<file path="src/rtl/piso_bit_serializer.sv">
// Parallel-in, serial-out word serializer feeding the even-ones/even-zeros detector.
// Emits one bit per clock with framing (bit_valid, frame_last) and the per-word ones parity.
module piso_bit_serializer #(
    parameter int   WIDTH      = 8,
    parameter int   MSB_FIRST  = 1,
    parameter logic IDLE_LEVEL = 1'b0
) (
    input  logic             clk,
    input  logic             reset,
    input  logic [WIDTH-1:0] par_data,
    input  logic             load_valid,
    output logic             load_ready,
    output logic             data_out,
    output logic             bit_valid,
    output logic             frame_last,
    output logic             ones_odd,
    output logic             busy
);

    localparam int              CNT_W    = $clog2(WIDTH);
    localparam logic [CNT_W-1:0] LAST_IDX = CNT_W'(WIDTH - 1);

    typedef enum logic {
        ST_IDLE  = 1'b0,
        ST_SHIFT = 1'b1
    } state_t;

    state_t           r_state;
    logic [WIDTH-1:0] r_shift;
    logic [CNT_W-1:0] r_cnt;
    logic             r_data_out;
    logic             r_bit_valid;
    logic             r_frame_last;
    logic             r_ones_odd;

    logic             w_load;
    logic [WIDTH-1:0] w_shift_nxt;
    logic [CNT_W-1:0] w_cnt_nxt;

    // The head of the shift register is always the bit currently on data_out.
    function automatic logic head_bit(input logic [WIDTH-1:0] word);
        return (MSB_FIRST != 0) ? word[WIDTH-1] : word[0];
    endfunction

    function automatic logic [WIDTH-1:0] shift_one(input logic [WIDTH-1:0] word);
        return (MSB_FIRST != 0) ? {word[WIDTH-2:0], 1'b0} : {1'b0, word[WIDTH-1:1]};
    endfunction

    // Ready while idle, or on the last bit so a following word streams with no gap.
    assign load_ready  = (r_state == ST_IDLE) || r_frame_last;
    assign w_load      = load_valid && load_ready;
    assign w_shift_nxt = shift_one(r_shift);
    assign w_cnt_nxt   = r_cnt + 1'b1;

    always_ff @(posedge clk or negedge reset) begin
        if (!reset) begin
            r_state      <= ST_IDLE;
            r_shift      <= '0;
            r_cnt        <= '0;
            r_data_out   <= IDLE_LEVEL;
            r_bit_valid  <= 1'b0;
            r_frame_last <= 1'b0;
            r_ones_odd   <= 1'b0;
        end else if (w_load) begin
            r_state      <= ST_SHIFT;
            r_shift      <= par_data;
            r_cnt        <= '0;
            r_data_out   <= head_bit(par_data);
            r_bit_valid  <= 1'b1;
            r_frame_last <= 1'b0;
            r_ones_odd   <= ^par_data;
        end else if (r_state == ST_SHIFT) begin
            if (r_frame_last) begin
                // Word finished with no successor; parity stays visible.
                r_state      <= ST_IDLE;
                r_cnt        <= '0;
                r_data_out   <= IDLE_LEVEL;
                r_bit_valid  <= 1'b0;
                r_frame_last <= 1'b0;
            end else begin
                r_shift      <= w_shift_nxt;
                r_cnt        <= w_cnt_nxt;
                r_data_out   <= head_bit(w_shift_nxt);
                r_frame_last <= (w_cnt_nxt == LAST_IDX);
            end
        end
    end

    assign data_out   = r_data_out;
    assign bit_valid  = r_bit_valid;
    assign frame_last = r_frame_last;
    assign ones_odd   = r_ones_odd;
    assign busy       = r_bit_valid;

endmodule

</file>
<file path="config.mk">
export PLATFORM = sky130hd
export DESIGN_NAME = piso_bit_serializer
export DESIGN_NICKNAME = d
export VERILOG_FILES = /design/src/rtl/piso_bit_serializer.sv
export SDC_FILE = /design/constraint.sdc
export NUM_CORES = 1
export LEC_CHECK = 0
export CORE_MARGIN = 2
export CORE_UTILIZATION = 51
export DETAILED_ROUTE_END_ITERATION = 12
export GPL_TIMING_DRIVEN = 0
export PLACE_DENSITY_LB_ADDON = 0.3
export SLEW_MARGIN = 0
export SYNTH_ARGS = -nofsm -noshare
export SYNTH_HDL_FRONTEND = slang
export SYNTH_SLANG_ARGS = --single-unit
</file>
<file path="constraint.sdc">
create_clock -name clk -period 2 [get_ports clk]
set_input_delay 0.4 -clock clk [delete_from_list [all_inputs] [get_ports clk]]
set_output_delay 0.4 -clock clk [all_outputs]
set_load 0.02 [all_outputs]
</file>
# ---- Word-level counts from Yosys, hierarchy flattened
# Index checks and enable logic that the tools add are counted.
dict set report word_totals {
  regBits 15
  in_bits 11
  output_inout_bits 6
  elab_cells 36
}
dict set report op_classes {
  add_sub_neg 1
  eq_ne 2
  n_mux 18
  bitwise 1
  reduce_logical 7
}
# operator count
set op_table {}
lappend op_table {{2-to-1 mux 7 bit} 3}
lappend op_table {{2-to-1 mux 1 bit} 12}
lappend op_table {{2-to-1 mux 3 bit} 3}
lappend op_table {{parity 8 bit} 1}
lappend op_table {{AND reduction 2 bit} 2}
lappend op_table {{nonzero test 2 bit} 2}
lappend op_table {{adder 3 x 1 -> 3 bit (second input constant)} 1}
lappend op_table {{equality test 3 bit (second input constant)} 1}
lappend op_table {{inequality test 2 x 1 -> 1 bit (second input constant)} 1}
lappend op_table {{logical AND 1 bit} 1}
lappend op_table {{logical OR 1 bit} 1}
lappend op_table {{NOT 1 bit} 1}

# ---- Longest topological paths before layout
dict set report depth {
  word_depth 5
  mapped_depth 5
  depth_no_buf 5
}

# ---- Worst setup path after synthesis
# Ideal clock, no wire load.
dict set report synth_path {
  kind {reg-to-output}
  start {register r_frame_last (netlist: frame_last)}
  end {output load_ready}
  arrival_ps 948
  t_required_ps 1600
  path_slack_ps 652
  stages_incl_launch_ff 3
  n_path_buf 0
  cell_sequence {dfrtp_1 and2b_1 inv_1}
}
dict set report synth_via {
  elab_chain_cells 1
}
# item line
set synth_lines {}
lappend synth_lines {{from (decl)} 33} ;# logic r_frame_last;
lappend synth_lines {{from (signal assigned)} 84} ;# r_frame_last <= (w_cnt_nxt == LAST_IDX);
lappend synth_lines {{logical OR 1 bit} 50} ;# assign load_ready = (r_state == ST_IDLE) || r_frame_last;
lappend synth_lines {{to (decl)} 12} ;# output logic load_ready,
# Every way passes these cells.

# ---- Final worst setup path
# Ends and elaborated chain as after synthesis.

==> qor_table.md <==
| Quantity | Reported |
|:---|:---|
| Ranking of synthesized cells by area | dfrtp_1 (51%), mux2i_1 (11%), xnor2_1 (9.4%) |
| Switching pwr | 0.5044 mW |
| Initial antenna violation count | 0 |
| Routed wire length per instance | 12.29 um |
| DP HPWL | 970 um |
| Slowest cell delay on critical path | 440 ps |
| Horizontal die dimension | 42.14 um |
| Internal cell power | 0.7762 mW |
| Filler Cells Inserted | 102 |
| End-of-flow core utilization | 70.36% |
| CTS tree | built |
| Highest clock rate | 0.5230 GHz |
| Total of warnings raised by yosys | 0 |
| Nets@finish | 104 |
| DRC viols | 0 |
| Maximum number of pins on one net before global-route repair | 16 |
| Critical path cell sequence | and2b_2, inv_1, dlygate4sd2_1 |
| Starting density of the core | 55.63% |
| Crit path buffers/inverters | 2 |
| Total Neg Setup Slack | 0 ps |
| Number of antenna-violating nets in the routed design | 0 |
| Number of global-route vias before repair | 481 |
| Minimum clock period | 1912 ps |
| Share of flip-flops with an asynchronous set or reset after synthesis | 100.0% |
| CP required | 1600 ps |
| TritonCTS Sinks | 15 |
| Placeable core area | 0.001334 mm^2 |
| Num ports | 17 |
| Share of the synthesized area in the top cell type | 50.59% |
| Worst-case clock skew | 7.244 ps |
| Nature of the critical path startpoint | flip-flop |
| Clock H-tree levels | 1 |
| Slew HR | 55.64% |
| Post-layout instance count excluding filler cells | 105 |
| Y dimension of the die | 42.14 um |
| Clk network pwr share | 13.4% |
| Total global routing track utilization | 16.11% |
| Final Cell Area | 938.4 um^2 |
| Root buffer cell | clkbuf_4 |
| Wire length of the first global-routing pass | 2111 um |
| Number of unique standard cell types used by synthesis | 17 |
| Worst EP arrival | 1510 ps |
| Part of the Yosys area used for sequential elements | 50.59% |
| Synthesized instance count | 71 |
| Number of inserted diodes | 0 |
| Via/cell ratio | 5.105 |
| Unrepaired setup endpoints after global routing | no |
| Cell area reported after detailed placement | 910.9 um^2 |
| Class of the tightest hold or removal check | reg2reg |
| Number of cells upsized or downsized after cts | 1 |
| Clk_lat worst skew | 280 ps |
| Syn-to-layout area delta | 26.48% |
| Area leader, netlist | dfrtp_1 |
| Worst Hold Slack | 493.4 ps |
| Post-synthesis instance area | 742.0 um^2 |
| Worst Setup Path Type | reg2out |
| Register bit total from synthesis | 15 |
| Per-instance average area after synthesis | 10.45 um^2 |
| Sw Ratio | 39.39% |
| Most frequent cells after synthesis | dfrtp_1 (15), o21ai_0 (11), mux2i_1 (8), nand2_1 (8), xnor2_1 (8) |
| Worst-Margin Slew | 663.4 ps |
| Length of the first detailed-routing pass in iterations | 2 |
| # Max-Cap Violations | 0 |
| Vias after detailed routing | 536 |
| Die footprint | 0.001776 mm^2 |
| Count of input and output buffers | 15 |
| Net count after synthesis | 84 |
| Share of cells above drive strength 1 | 10.00% |
| Number of flops mapped to enable cells by yosys | 0 |
| Ys flop type | dfrtp_1 |
| Clock Path Buffers | 2 |
| Post-route fraction of the period consumed by the critical path | 95.61% |
| Remaining Overflow, GRT | 0 |
| Fraction of power consumed by combinational cells | 45.8% |
| Pleak | 0.4227 nW |
| Critical-path maximum fanout | 6 |
| Top-count cell post-synth | dfrtp_1 |
| Crit. End Element | primary output |
| Total Wirelength | 1290 um |
| Cell type group with the largest total delay on the critical path | buffers and inverters |
| Final weighted congestion in routability-driven placement | 0.7181 |
| Setup-failing EPs final | 0 |
| Run status | completed |
| Register share of total power | 40.8% |
| Post-CTS setup buffer count | 0 |
| Total count of max-transition violations in the final report | 0 |
| Number of standard-cell rows in the floorplan | 13 |
| Power density of the placed cells | 1365 mW/mm^2 |
| Total clock buffers created by CTS | 3 |
| Iter 0 DRT Violations | 4 |
| Peak supply drop | 0.6636 mV |
| Placed cell count | 101 |
| CTS Hold Bufs | 0 |
| Final hold violation count | 0 |
| Slowest cell on the critical path | dfrtp_1 |
| Clock Pin Slew Worst Setup and Hold Paths | 90 ps |
## layout by cell type (no fill, tap or decap)
cell type	netlist	final
a21oi_1	2	2
a22o_1	1	1
a31oi_1	1	1
a32oi_1	1	1
and2b_2	0	1
buf_2	2	2
buf_4	2	2
clkbuf_4	0	3
clkdlybuf4s50_1	0	14
clkinv_2	0	1
dfrtp_1	15	15
dlygate4sd2_1	0	1
ha_1	2	2
inv_1	2	2
mux2i_1	8	8
nand2_1	8	8
nand2b_1	2	2
nand3_1	1	1
nor2_1	4	4
o21ai_0	11	11
xnor2_1	8	8
## worst reg2reg max path: stages (launching register included)
cell and delay [ps]:
dfrtp_1 450, and2b_2 310, buf_2 220, o21ai_0 130
## power by group through the flow
| stage | logic [mW] | registers (mW) | clock network, mW |
|---|---|---|---|
| 6_report | 0.586 | 0.523 | 0.172 |
| 4_1_cts | 0.589 | 0.523 | 0.176 |
| 3_3_place_gp | 0.577 | 0.521 | 0 |
| 3_5_place_dp | 0.598 | 0.530 | 0 |
| 5_1_grt | 0.655 | 0.539 | 0.191 |
| 2_1_floorplan | 0.356 | 0.548 | 0 |
## logic make-up (layout without fill, tap and decap cells)
group	after synthesis	count (layout)	synth area share, %
muxes	8	8	10.79
DFF	15	15	50.59
xor gates and xnor gates	8	8	9.444
adders and majority gates	2	2	3.372
and+or+nand+nor	16	16	9.443
AOI/OAI and AO/OA	16	16	11.97
buffers and inverters	6	25	4.384
## metrics by stage
stage	worst slack, ps	power [mW]
after floorplan	652.3	0.9035
after global placement	144.8	1.098
after detailed placement	120.9	1.128
after CTS	55.30	1.288
after global routing	0.01255	1.384
final	87.83	1.281
## sequential cells by signal, indices dropped and copies added (netlist names)
name / flops
r_shift: 7
r_cnt: 3
bit_valid: 1
data_out: 1
frame_last: 1
ones_odd: 1
r_state: 1
## cell type report
| type | instances | area, um^2 | area share, % |
|---|---|---|---|
| plain buffers | 4 | 25.02 | 2.667 |
| clock buffers | 3 | 22.52 | 2.400 |
| clock inverters | 1 | 5.005 | 0.5333 |
| inverters | 2 | 7.507 | 0.8000 |
| multi-input cells | 50 | 335.3 | 35.73 |
| flip-flops and latches | 15 | 375.4 | 40.00 |
| well taps | 15 | 18.77 | 2.000 |
| repair buffers | 15 | 148.9 | 15.87 |
## layer usage
| layer | global-route usage (%) | share of wire, % |
|---|---|---|
| met5 | 0 | 0 |
| met4 | 9.375 | 2.4 |
| met2 | 23.75 | 42 |
| met3 | 4.741 | 5.7 |
| met1 | 20.94 | 50 |
## worst paths after layout
kind,start,end,slack (ps),depth (start not counted)
setup / recovery,frame_last$_DFFE_PN0P_,load_ready,90,3
hold / removal,r_shift[3]$_DFFE_PN0P_,r_shift[4]$_DFFE_PN0P_,490,2
setup reg to reg,frame_last$_DFFE_PN0P_,r_shift[2]$_DFFE_PN0P_,770,3
hold reg to reg,r_shift[3]$_DFFE_PN0P_,r_shift[4]$_DFFE_PN0P_,490,2
max in group asynchronous,reset,r_shift[2]$_DFFE_PN0P_,1060,1
min in group asynchronous,reset,r_cnt[2]$_DFFE_PN0P_,510,1
No activity file was read; power rests on OpenSTA's default activity.
